===== src/rtl/pc_run_ctrl.sv =====
// Run-control sequencer for the program counter: loads an entry address on go, forwards
// decoder branches while running, and freezes the PC (self-branch) when stalled, idle or stopped.
module pc_run_ctrl #(
  parameter int INSTR_WIDTH = 9,
  parameter int CNT_WIDTH   = 16,
  parameter int MAX_CYCLES  = 1000
) (
  input  logic                   clk,
  input  logic                   rst_n,
  input  logic                   go,
  input  logic [INSTR_WIDTH-1:0] start_addr,
  input  logic [INSTR_WIDTH-1:0] pc_in,
  input  logic                   halt,
  input  logic                   stall,
  input  logic                   br_req,
  input  logic                   br_taken,
  input  logic [INSTR_WIDTH-1:0] br_target,
  output logic                   pc_start,
  output logic [INSTR_WIDTH-1:0] pc_start_addr,
  output logic                   pc_branch,
  output logic                   pc_taken,
  output logic [INSTR_WIDTH-1:0] pc_target,
  output logic                   busy,
  output logic                   done,
  output logic                   timeout,
  output logic [CNT_WIDTH-1:0]   cycle_count
);

  typedef enum logic [1:0] {
    S_IDLE = 2'd0,
    S_LOAD = 2'd1,
    S_RUN  = 2'd2,
    S_DONE = 2'd3
  } state_t;

  localparam logic [CNT_WIDTH-1:0] LAST_CYCLE = CNT_WIDTH'(MAX_CYCLES - 1);

  state_t                 state_q, state_d;
  logic [INSTR_WIDTH-1:0] addr_q, addr_d;
  logic [CNT_WIDTH-1:0]   cnt_q, cnt_d;
  logic                   timeout_q, timeout_d;
  logic                   budget_hit;

  always_ff @(posedge clk or negedge rst_n) begin
    if (!rst_n) begin
      state_q   <= S_IDLE;
      addr_q    <= '0;
      cnt_q     <= '0;
      timeout_q <= 1'b0;
    end else begin
      state_q   <= state_d;
      addr_q    <= addr_d;
      cnt_q     <= cnt_d;
      timeout_q <= timeout_d;
    end
  end

  assign budget_hit = (cnt_q == LAST_CYCLE);

  // The PC has no enable, so every non-advancing cycle is a taken branch to pc_in.
  always_comb begin
    state_d   = state_q;
    addr_d    = addr_q;
    cnt_d     = cnt_q;
    timeout_d = timeout_q;
    pc_start  = 1'b0;
    pc_branch = 1'b1;
    pc_taken  = 1'b1;
    pc_target = pc_in;

    unique case (state_q)
      S_IDLE, S_DONE: begin
        if (go) begin
          state_d   = S_LOAD;
          addr_d    = start_addr;
          cnt_d     = '0;
          timeout_d = 1'b0;
        end
      end

      S_LOAD: begin
        pc_start  = 1'b1;
        pc_branch = 1'b0;
        pc_taken  = 1'b0;
        state_d   = S_RUN;
      end

      S_RUN: begin
        // Counter saturates on the budget cycle so it never wraps.
        if (!budget_hit) begin
          cnt_d = cnt_q + CNT_WIDTH'(1);
        end
        if (halt) begin
          state_d   = S_DONE;
          timeout_d = 1'b0;
        end else if (budget_hit) begin
          state_d   = S_DONE;
          timeout_d = 1'b1;
        end else if (!stall) begin
          pc_branch = br_req;
          pc_taken  = br_taken;
          pc_target = br_target;
        end
      end

      default: state_d = S_IDLE;
    endcase
  end

  assign pc_start_addr = addr_q;
  assign busy          = (state_q == S_LOAD) || (state_q == S_RUN);
  assign done          = (state_q == S_DONE);
  assign timeout       = timeout_q;
  assign cycle_count   = cnt_q;

endmodule


===== config.mk =====
export PLATFORM = sky130hd
export DESIGN_NAME = pc_run_ctrl
export DESIGN_NICKNAME = d
export VERILOG_FILES = /design/src/rtl/pc_run_ctrl.sv
export SDC_FILE = /design/constraint.sdc
export NUM_CORES = 1
export LEC_CHECK = 0
export ABC_CLOCK_PERIOD_IN_PS = 3800
export CORE_UTILIZATION = 42
export DETAILED_ROUTE_END_ITERATION = 10
export GPL_TIMING_DRIVEN = 1
export PLACE_DENSITY = 0.83
export RECOVER_POWER = 100
export SYNTH_ARGS = -nofsm -noshare
export SYNTH_HDL_FRONTEND = slang
export SYNTH_SLANG_ARGS = --single-unit

===== constraint.sdc =====
create_clock -name clk -period 3.8 [get_ports clk]
set_input_delay 1.14 -clock clk [delete_from_list [all_inputs] [get_ports clk]]
set_output_delay 1.14 -clock clk [all_outputs]
set_load 0.005 [all_outputs]

==> impl_metrics.csv <==
group,metric,value,unit
die,die-area,4165,µm²
cts,cts.htree.levels,1,
drt,vias,1612,
cells_and_area,area_delta_synth_final,54.84,%
timing,final_critical_path_setup_slack,0.1015,ns
synth,yosysSeqAreaShare,42.65,%
global_route,grt_overflow,0,
global_route,grt_start_max_net_pins,29,
critical_path,crit_type,"in2out",
critical_path,cp_top_family,"simple AND/OR/NAND/NOR gates",
global_route,grt_pass1_wl,7176,µm
die,row_count,22,
synth,ys_ff_latch,28,
cells_and_area,fill_cells,300,
cells_and_area,layout-drive-gt1-share,16.13,%
cts,cts.hold.buffers_added,0,
global_route,groute.usage.overall,22.01,%
die,start_util,44.21,%
global_route,busiest_layer,"met2",
synth,synthAdderAreaFrac,3.808,%
critical_path,path_buf_inv,3,
cts,clock_latency,0.27,ns
die,core_area,3716,µm²
drt,ant_nets,0,
critical_path,path_cells,"dlygate4sd2_1 > nand2b_4 > or3_4 > buf_4 > mux2_1 > buf_2",
timing,rsz0062_at_grt,"no",
timing,min_period_over_period,97.33,%
place,post_dp_cell_area,2464,µm²
cells_and_area,design_area,2544,µm²
cts,cts-root-buf,"clkbuf_8",
cts,clockBufferDepth,2,
timing,slew_violations,0,
timing,max_slew.worst_pin.slew,1.485,ns
timing,relSlewSlack,1.003,%
timing,finalSetupTns,0,ns
die,die_w,64.54,µm
critical_path,cp_max_fo,7,
job,maxCapViolations,0,
synth,synthSimpleGateAreaFrac,20.64,%
place,placed_cells,287,
synth,synth_compound_area_share,14.32,%
synth,synth-xor-area-share,0,%
critical_path,start_kind,"primary input",
critical_path,required,2.66,ns
die,io_pins,74,
synth,synth-edff-count,0,
timing,period_needed,3.698,ns
synth,synthCells,165,
global_route,grtUsageMet3,3.345,%
pwr,ir_drop,0.0003702,V
global_route,grtUsageMet1,27.61,%
critical_path,cp.arrival,2.56,ns
drt,first_pass_iters,4,
place,numPortBuffers,73,
drt,avgViaCountPerCell,5.446,
timing,hold_violations,0,
synth,synth_common_cells,"dfrtp_1, nand2_1, mux2_2",
global_route,grt_use_met2,38.68,%
die,dieHeight,64.54,µm
pwr,powerDensity,478.6,nW/µm²
synth,ys_warn_count,0,
synth,synth_top_cell_by_area,"dfrtp_1",
place,dp_hpwl,3139,µm
cells_and_area,fin_nets,288,
synth,synth_flop_cell,"dfrtp_1",
synth,synth_top_area_share,42.65,%
critical_path,critPathSlowestCell,"or3_4",
min_path,min_path_type,"reg2reg",
synth,synthMuxAreaShare,14.93,%
place,place_worst_setup_slack,-0.4104,ns
synth,yosysMostFrequentCell,"dfrtp_1",
global_route,grt_pass1_vias,1515,
cells_and_area,stdcell_count,296,
synth,syn-num-nets,204,
timing,fmax,270.4,MHz
place,gp_congestion,0.8295,
global_route,antenna_found_initial,0,
timing,setup_viol,0,
synth,synth.avg_cell_area,9.957,µm²
drt,wl_per_cell,14.63,µm
critical_path,cp-end-kind,"output pin",
timing,finalClockSkew,0.004791,ns
drt,drc_errors,0,
drt,wl,4331,µm
critical_path,slowest_delay,0.44,ns
timing,holdWs,0.5091,ns
synth,yosys-top-cells-area,"dfrtp_1, mux2_2, mux2_1, ha_1, nand3_1",
pwr,p_total,1.217,mW
drt,drtIter0Drc,92,
synth,synth_top_family_by_area,"simple AND/OR/NAND/NOR gates",
synth,syn_area,1643,µm²
status,status,"completed",
cells_and_area,n_antenna_cell,0,
synth,synth_cell_types,37,
pwr,p_leak,1.120,nW
synth,synthArstFlopShare,100.0,%
cts,cts_tree,"done",
cts,numCtsBuffers,3,
cts,cts.clk_slew.worst_paths,0.10,ns
cts,clock-sinks,28,
cells_and_area,fin_util,68.45,%
==> report_power, final <==
group,switching [mW],internal (mW),leakage (nW)
clock,0.0953,0.141,0.0357
sequential,0.0431,0.366,0.363
combinational,0.262,0.310,0.721
==> worst register-to-register path: cells and delay by family (launching register included) <==
| kind | cells | cell delay (ns) |
|---|---|---|
| compound gates | 1 | 0.18 |
| simple gates | 2 | 1.02 |
| fa+ha+maj | 1 | 0.22 |
| mux | 1 | 0.13 |
| buf+inv | 2 | 0.35 |
| flops | 1 | 0.43 |
==> routing by layer <==
| layer | wire (µm) | share of wire [%] |
|---|---|---|
| met4 | 30 | 0.69 |
| met2 | 2220 | 51 |
| met5 | 0 | 0 |
| met3 | 167 | 3.9 |
| met1 | 1913 | 44 |
==> worst paths after layout <==
| path | startpoint | end | slack [ns] | depth (start not counted) |
|---|---|---|---|---|
| min in group asynchronous | rst_n | cycle_count[7] | 1.73 | 2 |
| worst max register to register | state_q[0] | cycle_count[13] | 1.39 | 7 |
| max in group asynchronous | rst_n | state_q[1] | 1.19 | 2 |
| worst min-delay path | pc_start_addr[8] | pc_start_addr[8] | 0.51 | 1 |
| worst max-delay path | halt | pc_target[7] | 0.10 | 6 |
| worst min register to register | pc_start_addr[8] | pc_start_addr[8] | 0.51 | 1 |
==> kinds of logic (layout without fill, tap and decap cells) <==
kind of cell,Yosys count,count (layout)
buffers and inverters,14,97
AND/OR/NAND/NOR,61,61
multiplexers,22,22
adder cells (fa/ha/maj),5,5
AO/OA/AOI/OAI,35,35
flip-flops,28,28
==> repair_timing <==
| action | CTS | global route |
|---|---|---|
| buffers inserted | 6 | 0 |
| resized for setup | 41 | 2 |
| pin swaps | 1 | 0 |
| gates cloned | 0 | 0 |
| setup endpoints to repair | 11 | 4 |
==> layout make-up <==
type                            count  area, µm²  share of cell area [%]
Timing Repair Buffer               87      790.8                   31.09
Inverter                            6      22.52                  0.8854
Multi-Input combinational cell    123      898.4                   35.32
Clock buffer                        3      41.29                   1.623
Clock inverter                      1      30.03                   1.181
Sequential cell                    28      700.7                   27.55
Tap cell                           48      60.06                   2.361
==> flip-flops by register name (all words and copies together) (netlist names) <==
| name | flops |
|---|---|
| cycle_count | 16 |
| pc_start_addr | 9 |
| state_q | 2 |
| timeout | 1 |
==> cell usage in the layout (no fill, tap or decap), types with 4 or more instances in the layout <==
cell type,n
nor2_1,6
a21oi_1,9
nor3_1,4
clkdlybuf4s50_1,31
buf_4,8
nand3_1,10
clkbuf_1,4
inv_1,6
o31ai_1,6
ha_1,5
mux2_2,11
o21ai_0,5
dfrtp_1,28
mux2_1,8
nand2_1,13
buf_2,8
dlygate4sd3_1,30
or4_1,6
(Power assumes the default switching activity.)
